<file path="src/rtl/alu_pkg.sv">
// Shared ALU definitions: opcode constants plus the sequential divider's op codes and states.
// Pure declarations; no timing or flow-control behaviour of its own.
package alu_pkg;

    localparam logic [3:0] ALU_ADD  = 4'h0;
    localparam logic [3:0] ALU_SUB  = 4'h1;
    localparam logic [3:0] ALU_AND  = 4'h2;
    localparam logic [3:0] ALU_OR   = 4'h3;
    localparam logic [3:0] ALU_XOR  = 4'h4;
    localparam logic [3:0] ALU_SLL  = 4'h5;
    localparam logic [3:0] ALU_SRL  = 4'h6;
    localparam logic [3:0] ALU_SRA  = 4'h7;
    localparam logic [3:0] ALU_SLT  = 4'h8;
    localparam logic [3:0] ALU_SLTU = 4'h9;

    // funct3[1:0] of the M-extension divide group
    localparam logic [1:0] DIV_OP_DIV  = 2'b00;
    localparam logic [1:0] DIV_OP_DIVU = 2'b01;
    localparam logic [1:0] DIV_OP_REM  = 2'b10;
    localparam logic [1:0] DIV_OP_REMU = 2'b11;

    typedef enum logic [1:0] {
        IDLE = 2'd0,
        CALC = 2'd1,
        FIX  = 2'd2,
        DONE = 2'd3
    } div_state_e;

    function automatic logic div_is_signed(input logic [1:0] op);
        return ~op[0];
    endfunction

endpackage

</file>
<file path="src/rtl/div_step.sv">
// One restoring-division iteration: shift remainder/quotient left, trial-subtract the divisor.
// Purely combinational, zero latency; no flow control.
module div_step (
    input  logic [32:0] rem_i,
    input  logic [31:0] quo_i,
    input  logic [31:0] dvs_i,
    output logic [32:0] rem_o,
    output logic [31:0] quo_o
);

    logic [32:0] shifted;
    logic [32:0] trial;
    logic        rem_msb_unused;

    // The remainder always stays below the divisor, so its top bit is never set on entry.
    assign rem_msb_unused = rem_i[32];

    assign shifted = {rem_i[31:0], quo_i[31]};
    assign trial   = shifted - {1'b0, dvs_i};

    assign rem_o = trial[32] ? shifted : trial;
    assign quo_o = {quo_i[30:0], ~trial[32]};

endmodule

</file>
<file path="src/rtl/div_seq.sv">
// Sequential 32-bit divider for DIV/DIVU/REM/REMU; done rises 34 cycles after accept (2 for b==0).
// No backpressure: start is only taken when idle, flush aborts, res holds until the next done.
module div_seq
    import alu_pkg::*;
(
    input  logic        clk,
    input  logic        reset,
    input  logic        start,
    input  logic [1:0]  op,
    input  logic [31:0] a,
    input  logic [31:0] b,
    input  logic        flush,
    output logic        busy,
    output logic        done,
    output logic [31:0] res
);

    div_state_e  state_q;
    logic [1:0]  op_q;
    logic [5:0]  cnt_q;
    logic [32:0] rem_q;
    logic [31:0] quo_q;
    logic [31:0] dvs_q;
    logic [31:0] res_q;
    logic        qneg_q;
    logic        rneg_q;
    logic        dz_q;
    logic        busy_q;
    logic        done_q;

    logic [32:0] rem_d;
    logic [31:0] quo_d;
    logic        sgn;
    logic [31:0] a_abs;
    logic [31:0] b_abs;
    logic [31:0] quo_fix;
    logic [31:0] rem_fix;
    logic [31:0] res_sel;

    assign sgn     = div_is_signed(op);
    assign a_abs   = (sgn && a[31]) ? -a : a;
    assign b_abs   = (sgn && b[31]) ? -b : b;
    assign quo_fix = qneg_q ? -quo_q : quo_q;
    assign rem_fix = rneg_q ? -rem_q[31:0] : rem_q[31:0];
    assign res_sel = op_q[1] ? rem_fix : quo_fix;

    div_step u_step (
        .rem_i (rem_q),
        .quo_i (quo_q),
        .dvs_i (dvs_q),
        .rem_o (rem_d),
        .quo_o (quo_d)
    );

    always_ff @(posedge clk or posedge reset) begin
        if (reset) begin
            state_q <= IDLE;
            op_q    <= 2'b00;
            cnt_q   <= 6'd0;
            rem_q   <= 33'd0;
            quo_q   <= 32'd0;
            dvs_q   <= 32'd0;
            res_q   <= 32'd0;
            qneg_q  <= 1'b0;
            rneg_q  <= 1'b0;
            dz_q    <= 1'b0;
            busy_q  <= 1'b0;
            done_q  <= 1'b0;
        end else if (flush) begin
            state_q <= IDLE;
            dz_q    <= 1'b0;
            busy_q  <= 1'b0;
            done_q  <= 1'b0;
        end else begin
            done_q <= 1'b0;
            unique case (state_q)
                IDLE: begin
                    // A start coinciding with the done pulse belongs to the finished op and is dropped.
                    if (start && !done_q) begin
                        op_q   <= op;
                        cnt_q  <= 6'd0;
                        busy_q <= 1'b1;
                        if (b == 32'd0) begin
                            rem_q   <= {1'b0, a};
                            quo_q   <= 32'hFFFF_FFFF;
                            dvs_q   <= 32'd0;
                            qneg_q  <= 1'b0;
                            rneg_q  <= 1'b0;
                            dz_q    <= 1'b1;
                            state_q <= DONE;
                        end else begin
                            rem_q   <= 33'd0;
                            quo_q   <= a_abs;
                            dvs_q   <= b_abs;
                            qneg_q  <= sgn & (a[31] ^ b[31]);
                            rneg_q  <= sgn & a[31];
                            state_q <= CALC;
                        end
                    end
                end
                CALC: begin
                    rem_q <= rem_d;
                    quo_q <= quo_d;
                    cnt_q <= cnt_q + 6'd1;
                    if (cnt_q == 6'd31) begin
                        state_q <= FIX;
                    end
                end
                FIX: begin
                    res_q   <= res_sel;
                    state_q <= DONE;
                end
                DONE: begin
                    // The divide-by-zero path loads res here, one cycle ahead of done like FIX does.
                    if (dz_q) begin
                        res_q <= res_sel;
                        dz_q  <= 1'b0;
                    end else begin
                        done_q  <= 1'b1;
                        busy_q  <= 1'b0;
                        state_q <= IDLE;
                    end
                end
                default: state_q <= IDLE;
            endcase
        end
    end

    assign busy = busy_q;
    assign done = done_q;
    assign res  = res_q;

endmodule

</file>
<file path="config.mk">
export PLATFORM = sky130hd
export DESIGN_NAME = div_seq
export DESIGN_NICKNAME = d
export VERILOG_FILES = /design/src/rtl/alu_pkg.sv /design/src/rtl/div_step.sv /design/src/rtl/div_seq.sv
export SDC_FILE = /design/constraint.sdc
export NUM_CORES = 1
export LEC_CHECK = 0
export ABC_AREA = 1
export ABC_CLOCK_PERIOD_IN_PS = 6400
export CAP_MARGIN = 15
export CORE_MARGIN = 8
export CORE_UTILIZATION = 60
export CTS_CLUSTER_SIZE = 28
export DETAILED_ROUTE_END_ITERATION = 8
export DONT_BUFFER_PORTS = 1
export GPL_ROUTABILITY_DRIVEN = 1
export GPL_TIMING_DRIVEN = 1
export PLACE_DENSITY = 0.76
export SLEW_MARGIN = 0
export SYNTH_ARGS = -nofsm -noshare
export SYNTH_HDL_FRONTEND = slang
export SYNTH_HIERARCHICAL = 1
export SYNTH_SLANG_ARGS = --single-unit
</file>
<file path="constraint.sdc">
create_clock -name clk -period 6.4 [get_ports clk]
set_clock_uncertainty 0.15 [all_clocks]
set_input_delay 0.96 -clock clk [delete_from_list [all_inputs] [get_ports clk]]
set_output_delay 0.96 -clock clk [all_outputs]
set_load 0.05 [all_outputs]
</file>
==> summary.txt <==
Detailed routing
  – Detail Route Antenna Nets: 0
  – WL/cell: 18.5 um
  – Initial DRC Count: 1864
  – Pre-Repair DR Iteration Count: 8
  – Via Count: between 10000 and 15000
  – Routed WL: 45.4 mm
  – Vias per cell: 5.82
  – Remaining DRCs: 0

Clock tree
  – Root Driver: clkbuf_16
  – Longest Clk Path Bufs: 2
  – Worst-path clk slew: 0.06 ns
  – Skew-Pair Late Insertion Delay: 0.43 ns
  – Clock sink count: approximately 140
  – # resized after CTS: 0
  – Maximum level of the CTS H-tree: 4
  – CTS tree: done
  – Setup Fix Bufs, Post-CTS: 0
  – Hold_buf cts: 0
  – CTS Buf Count: 17

Worst setup path
  – WP data arrival: 3.89 ns
  – CP Cell Sequence: inv_1 > ha_1 > fa_1 > inv_1 > nand3_1 > nand3_1 > nand3_1 > nand3_2 > nand2_1 > nand2_1 > nand4_1 > nand2_1 > ha_1 > inv_1 > buf_4 > a21oi_1 > o21ai_0 > nand2_1 > a21oi_1 > a22oi_2
  – Worst setup path end: rem_q[2]
  – Slowest CP cell: ha_1
  – Reg2reg end: rem_q[2]
  – CP Capture Type: flop
  – CP Max Fanout: between 40 and 50
  – WS Path Type: reg2reg
  – FF-to-FF path depth: 20
  – Crit-path max cell delay: 0.47 ns
  – Crit. Startpoint: quo_q[31]
  – Data required time at the worst endpoint: 6.53 ns
  – CP Launch Type: flop
  – Reg-to-reg startpoint: quo_q[31]
  – R2R Setup Slk: 2.64 ns
  – Most common cell on crit path: nand2_1

Pwr
  – Worst VDD drop: 0.273 mV
  – Power per cell area: around 640 mW/mm^2
  – Power, Total: 8.97 mW
  – Lkg Pwr: roughly 7 nW

STA
  – RSZ-0062 raised after global routing: false
  – TNS Setup: 0 ns
  – Period utilization: between 50% and 60%
  – Hold WS: 0.333 ns
  – Slew HR: 28.9%
  – Final hold vios: 0
  – Tmin final: 3.76 ns
  – Max-slew violations: 0
  – Final setup viols: 0
  – Worst slew pin tran: between 1 and 1.5 ns
  – Final worst setup slack: 2.64 ns
  – FMAX: 266 MHz

Synthesis
  – Post-synthesis cell area: 0.0136 mm^2
  – Cells after Synth: 2227
  – Syn Nets: 2340
  – Mean Syn Cell Area: 6.12 um^2
  – Yosys warns: 6

Global route
  – Vias in the first global route: 13100
  – Initial antenna violation count: 1
  – Total gr overflow: 0
  – Largest net degree at the start of global routing: a little over 90
  – First-pass GRT wire length: slightly above 70 mm
  – Total Routing Usage GR: 32.6%

Layout
  – Final cell count without fillers: 2450
  – Ant diodes: 0
  – Fin util: 62.6%
  – Nets: 2266
  – Final instance area: ~0.014 mm^2
  – Fill count: 2219
  – Share of layout cells above drive strength 1: 7.34%
  – Area Growth Syn to Fin: 3.42%

Placed design
  – Placed cell areas: 0.0135 mm^2
  – Number of buffers inserted by port buffering: 0
  – Placed cell count: 2419
  – Final GP Congestion: 1.01
  – Final HPWL DP: 35.9 mm
  – Worst slack, placed: 2.75 ns

Die
  – Chip Width: roughly 170 um
  – Initial core utilization: between 60% and 70%
  – Core Footprint: 0.0225 mm^2
  – I/O pin count: 104
  – Die footprint: 0.0278 mm^2
  – FP Rows: 55
  – Die H: 167 um

Outcome
  – Status: finished, final reports clean

Min path
  – Worst hold path type: reg2reg

Job
  – MaxCap Viol Count: 0
[layout make-up]
type / count / area [um^2] / area share [%]
clock buffers: 17 / 425 / 3.02
multi-input cells: 1681 / 8330 / 59.1
clock inverters: 14 / 208 / 1.47
well taps: 285 / 357 / 2.53
flip-flops and latches: 142 / 3550 / 25.2
inverters: 300 / 1140 / 8.08
repair buffers: 11 / 82.6 / 0.586
[worst min-delay path by stage]
| stage | from | endpoint | slack [ns] | depth (start not counted) |
|---|---|---|---|---|
| 6_report | dvs_q[9] | dvs_q[9] | 0.33 | 2 |
| 5_1_grt | dvs_q[9] | dvs_q[9] | 0.35 | 2 |
| 4_1_cts | dz_q | done | 0.33 | 1 |
| 3_5_place_dp | dz_q | done | 0.32 | 1 |
| 3_3_place_gp | dvs_q[24] | dvs_q[24] | 0.32 | 2 |
| 2_1_floorplan | dvs_q[24] | dvs_q[24] | 0.30 | 2 |
[power by group]
group / total [mW] / internal (mW) / switching (mW)
Combinational: 5.61 / 1.87 / 3.74
Sequential: 2.27 / 1.32 / 0.944
Clock: 1.10 / 0.660 / 0.436
[worst max-delay path: cells and delay by family (launching register included)]
family	cells	cell delay, ns
buffers and inverters	4	0.70
and+or+nand+nor	9	0.90
DFF	1	0.41
adders and majority gates	3	1.05
AOI/OAI and AO/OA	4	0.40
[registers in the layout (all words and copies together), names as in the netlist]
register	cells
dvs_q	32
quo_q	32
rem_q	32
res	32
cnt_q	6
state_q	2
busy	1
done	1
dz_q	1
op_q	1
qneg_q	1
rneg_q	1
[cell usage in the layout (no fill, tap or decap), drive strengths merged]
| master | instances |
|---|---|
| clkbuf | 17 |
| a221oi | 1 |
| fa | 1 |
| a2bb2oi | 1 |
| clkinv | 4 |
| a21oi | 105 |
| nor3 | 10 |
| bufinv | 4 |
| and2 | 1 |
| nor3b | 1 |
| or2 | 3 |
| nand3b | 12 |
| o21ai | 147 |
| nor2 | 260 |
| xor2 | 22 |
| ha | 42 |
| and3 | 1 |
| o211ai | 5 |
| dfrtp | 142 |
| a31oi | 4 |
| inv | 304 |
| nand3 | 215 |
| buf | 11 |
| nand2 | 739 |
| clkinvlp | 2 |
| a21o | 1 |
| o21bai | 4 |
| xnor2 | 16 |
| o22ai | 19 |
| o31ai | 5 |
| a22oi | 30 |
| nand4 | 31 |
| o21a | 5 |
[layer usage]
layer	routed length [um]	GRT usage (%)	share of wire (%)	vias up
met4	1400	10.8	3.1	2
met1	19500	44.3	43	6570
li1	-	-	-	6935
met5	9	0	0.020	-
met3	5490	9.83	12	104
met2	19000	48.8	42	655
Power figures use the tool's default switching activity.
